==> src/rtl/cond_pkg.sv <==
// Shared condition-code and flag-index definitions for the conditional
// execution back end.
package cond_pkg;

  localparam logic [3:0] COND_EQ   = 4'd0;
  localparam logic [3:0] COND_NE   = 4'd1;
  localparam logic [3:0] COND_CS   = 4'd2;
  localparam logic [3:0] COND_CC   = 4'd3;
  localparam logic [3:0] COND_MI   = 4'd4;
  localparam logic [3:0] COND_PL   = 4'd5;
  localparam logic [3:0] COND_VS   = 4'd6;
  localparam logic [3:0] COND_VC   = 4'd7;
  localparam logic [3:0] COND_HI   = 4'd8;
  localparam logic [3:0] COND_LS   = 4'd9;
  localparam logic [3:0] COND_GE   = 4'd10;
  localparam logic [3:0] COND_LT   = 4'd11;
  localparam logic [3:0] COND_GT   = 4'd12;
  localparam logic [3:0] COND_LE   = 4'd13;
  localparam logic [3:0] COND_AL   = 4'd14;
  localparam logic [3:0] COND_RSVD = 4'd15;

  localparam int FLAG_N = 3;
  localparam int FLAG_Z = 2;
  localparam int FLAG_C = 1;
  localparam int FLAG_V = 0;

endpackage

==> src/rtl/cond_check.sv <==
// Combinational evaluation of a 4-bit condition field against the
// registered {N,Z,C,V} flags.
module cond_check
  import cond_pkg::*;
(
  input  logic [3:0] cond,
  input  logic [3:0] flags,
  output logic       cond_ex
);

  logic n, z, c, v, ge;

  assign n  = flags[FLAG_N];
  assign z  = flags[FLAG_Z];
  assign c  = flags[FLAG_C];
  assign v  = flags[FLAG_V];
  assign ge = (n == v);

  always_comb begin
    cond_ex = 1'b0;
    case (cond)
      COND_EQ: cond_ex = z;
      COND_NE: cond_ex = !z;
      COND_CS: cond_ex = c;
      COND_CC: cond_ex = !c;
      COND_MI: cond_ex = n;
      COND_PL: cond_ex = !n;
      COND_VS: cond_ex = v;
      COND_VC: cond_ex = !v;
      COND_HI: cond_ex = c & !z;
      COND_LS: cond_ex = !c | z;
      COND_GE: cond_ex = ge;
      COND_LT: cond_ex = !ge;
      COND_GT: cond_ex = !z & ge;
      COND_LE: cond_ex = z | !ge;
      COND_AL: cond_ex = 1'b1;
      default: cond_ex = 1'b0;
    endcase
  end

endmodule

==> src/rtl/cond_logic.sv <==
// NZCV flag register, condition-gated write enables and optional squash
// counter (enabled by defining COND_SQUASH_CNT_EN).
module cond_logic
  import cond_pkg::*;
#(
  parameter logic [3:0] FLAG_RST = 4'b0000,
  parameter int         CNT_W    = 16
) (
  input  logic             clk,
  input  logic             reset,
  input  logic             valid,
  input  logic [3:0]       Cond,
  input  logic [3:0]       ALUFlags,
  input  logic [1:0]       FlagW,
  input  logic             NoWrite,
  input  logic             PCS,
  input  logic             RegW,
  input  logic             MemW,
  output logic             PCSrc,
  output logic             RegWrite,
  output logic             MemWrite,
  output logic             CondEx,
  output logic [3:0]       Flags,
  output logic [CNT_W-1:0] squash_cnt
);

  logic [3:0] flags_q;
  logic       exec;

  // Condition uses only registered flags, never this cycle's ALUFlags.
  cond_check u_check (
    .cond    (Cond),
    .flags   (flags_q),
    .cond_ex (CondEx)
  );

  assign exec     = valid & CondEx;
  assign PCSrc    = exec & PCS;
  assign RegWrite = exec & RegW & !NoWrite;
  assign MemWrite = exec & MemW;
  assign Flags    = flags_q;

  always_ff @(posedge clk or posedge reset) begin
    if (reset) begin
      flags_q <= FLAG_RST;
    end else if (exec) begin
      if (FlagW[1]) flags_q[FLAG_N:FLAG_Z] <= ALUFlags[FLAG_N:FLAG_Z];
      if (FlagW[0]) flags_q[FLAG_C:FLAG_V] <= ALUFlags[FLAG_C:FLAG_V];
    end
  end

`ifdef COND_SQUASH_CNT_EN
  logic [CNT_W-1:0] cnt_q;
  logic             squash;

  assign squash     = valid & !CondEx;
  assign squash_cnt = cnt_q;

  always_ff @(posedge clk or posedge reset) begin
    if (reset) begin
      cnt_q <= '0;
    end else if (squash && (cnt_q != {CNT_W{1'b1}})) begin
      cnt_q <= cnt_q + {{(CNT_W-1){1'b0}}, 1'b1};
    end
  end
`else
  assign squash_cnt = '0;
`endif

endmodule

==> config.mk <==
export PLATFORM = sky130hd
export DESIGN_NAME = cond_logic
export DESIGN_NICKNAME = d
export VERILOG_FILES = /design/src/rtl/cond_pkg.sv /design/src/rtl/cond_check.sv /design/src/rtl/cond_logic.sv
export SDC_FILE = /design/constraint.sdc
export NUM_CORES = 1
export LEC_CHECK = 0
export CAP_MARGIN = 20
export CORE_UTILIZATION = 31
export DETAILED_ROUTE_END_ITERATION = 8
export PLACE_DENSITY = 0.81
export SETUP_SLACK_MARGIN = 0.02
export SYNTH_ARGS = -nofsm -noshare
export SYNTH_HDL_FRONTEND = slang
export SYNTH_HIERARCHICAL = 1
export SYNTH_SLANG_ARGS = --single-unit
==> constraint.sdc <==
create_clock -name clk -period 2.6 [get_ports clk]
set_input_delay 0.39 -clock clk [delete_from_list [all_inputs] [get_ports clk]]
set_output_delay 0.39 -clock clk [all_outputs]
set_load 0.05 [all_outputs]
Yosys cells after proc, flatten, opt, wreduce, memory -nomap -nowiden
Cells that the tools add are included.

Logic and storage cells: 36. Bits of input ports: 17. Register bits: 4.

Mux-type cells: 1. Bitwise gates (word level): 9. Reductions and logical operators: 9. Equal/unequal tests: 15.

Operators with widths (number): 4-bit equality test, second input constant (7); 4-bit by 3-bit equality test with 1-bit output, second input constant (4); 1-bit case mux with 15 select lines (1); 4-bit by 2-bit equality test with 1-bit output, second input constant (2); 1-bit AND (7); 1-bit zero test (6); 4-bit by 1-bit equality test with 1-bit output, second input constant (1); 4-bit zero test (1); 2-bit AND reduction (2); 1-bit OR (2); 1-bit equality test (1).

Logic depth before layout (Yosys ltp)
Depth after elaboration: 7. Mapped depth: 7.

Cells and area by module
The synthesis kept the hierarchy.

Modules (own cells, without submodules): cond_logic (area an instance 307.8 um^2, times used 1, cells each 31); cond_check (area an instance 193.9 um^2, times used 1, cells each 28).

Least setup slack after synthesis
OpenSTA, ideal clock, no wires.

Kind: reg2out. Start point: reg flags_q[3], in the netlist Flags[3]. End point: out RegWrite. Slack: -0.081 ns. Buffers on the path: 0. Arrival: 2.291 ns. Cell stages (with the launch flop): 6. Cell sequence: dfrtp_1 > xnor2_2 > a221oi_1 > a211o_1 > a211o_1 > and4b_1.

Cells in the longest elaborated chain, start to end: 7.

Ends and longest elaborated chain: start: declaration (RTL line cond_logic.sv:27) `logic [3:0] flags_q;`; start signal: indexed assignment (RTL line cond_logic.sv:47) `if (FlagW[1]) flags_q[FLAG_N:FLAG_Z] <= ALUFlags[FLAG_N:FLAG_Z];`; start signal: indexed assignment (RTL line cond_logic.sv:48) `if (FlagW[0]) flags_q[FLAG_C:FLAG_V] <= ALUFlags[FLAG_C:FLAG_V];`; 1-bit equality test (RTL line cond_check.sv:17) `assign ge = (n == v);`; 1-bit zero test (RTL line cond_check.sv:33, cond_check.sv:35); 1-bit OR (RTL line cond_check.sv:35) `COND_LE: cond_ex = z | !ge;`; 1-bit case mux with 15 select lines * (RTL line cond_check.sv:21) `case (cond)`; via CondEx (RTL line cond_logic.sv:22) `output logic CondEx,`; 1-bit AND * (RTL line cond_logic.sv:37) `assign exec = valid & CondEx;`; 1-bit AND * (2 in series) (RTL line cond_logic.sv:39) `assign RegWrite = exec & RegW & !NoWrite;`; end: declaration (RTL line cond_logic.sv:20) `output logic RegWrite,`.

Mark *: on every way through the listed nets, which the timed path passes. The rest lies on a longest branch.

Worst setup path in the final report
Start point: in Cond[2]. End point: out RegWrite.

Cells in the longest elaborated chain, start to end: 5.

Ends and longest elaborated chain: start: declaration (RTL line cond_logic.sv:12) `input logic [3:0] Cond,`; 4-bit equality test, or another cell as far along (RTL line cond_check.sv:21); 1-bit case mux with 15 select lines * (RTL line cond_check.sv:21); 1-bit AND * (RTL line cond_logic.sv:37); 1-bit AND * (2 in series) (RTL line cond_logic.sv:39).

Every way passes the cells marked *; elsewhere a longest branch is shown, timed or not.

==> metrics <==
P per Cell Area=820 nW/um^2; area leader, netlist=buf_4; Starting Density=33.3%; Distinct cells, synth=28; detailed-route vias per instance=4.69; Synth Instances=59; Metal-1 WL=432 um; total track usage=14.5%; hold crit path type=input pin to asynchronous set/reset pin; nets=105; wirelength, routed=1100 um; setup slack after layout=106 ps; vias in the first global route=479; share of power burned in registers=22.3%; switch share=51.5%; Commonest cells post-synth=buf_4 (16), dfrtp_1 (4), mux2_1 (4), a21oi_1 (3); Slowest-stage cell, CP=a211o_1; drc violations=0; Comb power frac=63.3%; P&R area growth vs syn=45.9%; FILL cells=149; final core utilization=48.6%; CTS tree=yes; WP data arrival=2100 ps; clock share of power=14.4%; Met3 Routed Length=103 um; Max Used Layer=met4; Worst-Skew Late Latency=240 ps; most numerous cell in the Yosys netlist=buf_4; post-synthesis register bit count=4; CP max stage delay=350 ps; CP endpoint kind=primary output; Setup-failing EPs final=0; Fin. Hold Viols=0; IO Pins=41; TritonRoute pass-1 iters=3; worst slack, placed=-166 ps; Worst Skew=3.07 ps; Die Span Y=42.2 um; worst path cell trace=dlygate4sd2_1, mux2_4, a21oi_1, o211ai_1, a211o_1, and4b_2, buf_4; max-cap violations=0; final slew viol count=0; DR WL/cell=10.6 um; Top delay family on crit path=compound AO/OA/AOI/OAI gates; worst slew pin tran=502 ps; Reg clk slew, reported paths=40 ps; gp weighted congestion=0.762; Clock Tree Root=clkbuf_4; f_max=401 MHz; CTS max path bufs=2; RSZ-0062 raised after global routing=false; H-tree Lvls=1; WP data required=2210 ps; detailed placement HPWL=910 um; Port Buffers=24; Synth area leaders=buf_4 (24%), dfrtp_1 (20%), mux2_1 (9.0%); DRT iter0 DRCs=3; die area=1780 um^2; worst setup path category=input pin to primary output; Yosys top cell area share=23.9%; row count=14; asr flop ratio synth=100%; width of the chip=42.2 um; worst path bufs/invs=2; ANT cells=0; fin crit period=2490 ps; post-synthesis sequential area ratio=20.0%; Pleak=0.349 nW; Setup Buffers After CTS=0; syn_area_per_cell=8.50 um^2; Overflow after GRT=0; routed vias=483; CTS Buf Count=3; relative slew slack=66.4%; yosys warns=6; Synth Cell Area=502 um^2; remaining antenna violation count=0; final period utilization=95.9%; Sw Pwr=309 uW; global-route wire length before repair=1900 um; clk sinks=4; worst-path maximum fanout=8; Core ar.=1510 um^2; VDD IR-drop max=0.523 mV; status=complete, no violations; number of flops mapped to enable cells by yosys=0; initial antenna violation count=0; Pint=291 uW; fraction of layout cells with a size suffix above 1=19.5%; most used flip-flop cell after synthesis=dfrtp_1; met2 routed wirelength=531 um; Worst Setup Start Kind=input pin; largest net degree at the start of global routing=9; max reg flops=4
[power groups by stage]
stage | sequential [mW] | combinational, mW | clock (mW)
after floorplan | 0.209 | 0.205 | 0
after global placement | 0.135 | 0.376 | 0
after detailed placement | 0.135 | 0.380 | 0
after CTS | 0.135 | 0.381 | 0.0897
after global routing | 0.141 | 0.403 | 0.0944
final | 0.134 | 0.380 | 0.0861
[cell usage in the layout, fill, tap and decap left out, types with 2 or more instances in the layout]
| cell | instances |
|---|---|
| clkdlybuf4s50_1 | 17 |
| conb_1 | 16 |
| buf_4 | 7 |
| mux2_1 | 4 |
| clkbuf_4 | 3 |
| a21oi_1 | 3 |
| dfrtp_2 | 2 |
| dfrtp_1 | 2 |
| nand3_1 | 2 |
| and3_2 | 2 |
| dlygate4sd2_1 | 2 |
| nand2b_1 | 2 |
| nand2_1 | 2 |
| a211o_1 | 2 |
| nor2_1 | 2 |
| o211ai_1 | 2 |
| nor3_1 | 2 |
[cells by family after synthesis]
| kind of cell | after synthesis | synth area share (%) |
|---|---|---|
| multiplexers | 5 | 12.0 |
| other | 1 | 0.747 |
| XOR/XNOR | 2 | 4.99 |
| buffers and inverters | 19 | 26.4 |
| flip-flops | 4 | 20.0 |
| AND/OR/NAND/NOR | 17 | 20.5 |
| AO/OA/AOI/OAI | 11 | 15.5 |
[metal layers]
metal	track usage (%)	vias up
li1	-	235
met3	4.31	4
met2	24.9	32
met1	14.4	212
met4	11.3	0
met5	0	-
[through the flow]
stage               area, um^2  cells  TNS [ps]  power, mW  hold slack, ps
finish                     732    103         0      0.600             326
global route               732    103         0      0.639             334
CTS                        729    103         0      0.606             324
detailed placement         706     99      -543      0.515             569
global placement           706     99      -169      0.511             558
floorplan                  562     74         0      0.414             156
[what timing repair did]
action / in CTS / in global routing
gates resized for setup: 2 / 1
setup endpoints to repair: 3 / 1
hold buffers: 0 / 0
[area by class of cell]
| class | instances | area [um^2] | area share (%) |
|---|---|---|---|
| clock buffer | 4 | 26.3 | 3.59 |
| inverter | 1 | 3.75 | 0.513 |
| multi-input combinational | 51 | 327 | 44.6 |
| sequential | 4 | 103 | 14.0 |
| tap | 16 | 20.0 | 2.74 |
| timing repair buffer | 27 | 253 | 34.5 |
[worst paths after layout]
| path | end | startpoint | cells after the start | slack, ps |
|---|---|---|---|---|
| min in group clk | Flags[1] | Flags[1] | 1 | 580 |
| max in group asynchronous | Flags[0] | reset | 2 | 2120 |
| max reg2reg | Flags[1] | Flags[3] | 7 | 490 |
| max | RegWrite | Cond[2] | 7 | 110 |
| min | Flags[3] | reset | 2 | 330 |
| min reg2reg | Flags[1] | Flags[1] | 1 | 580 |
Note: power is estimated with default switching activity, not from simulation.
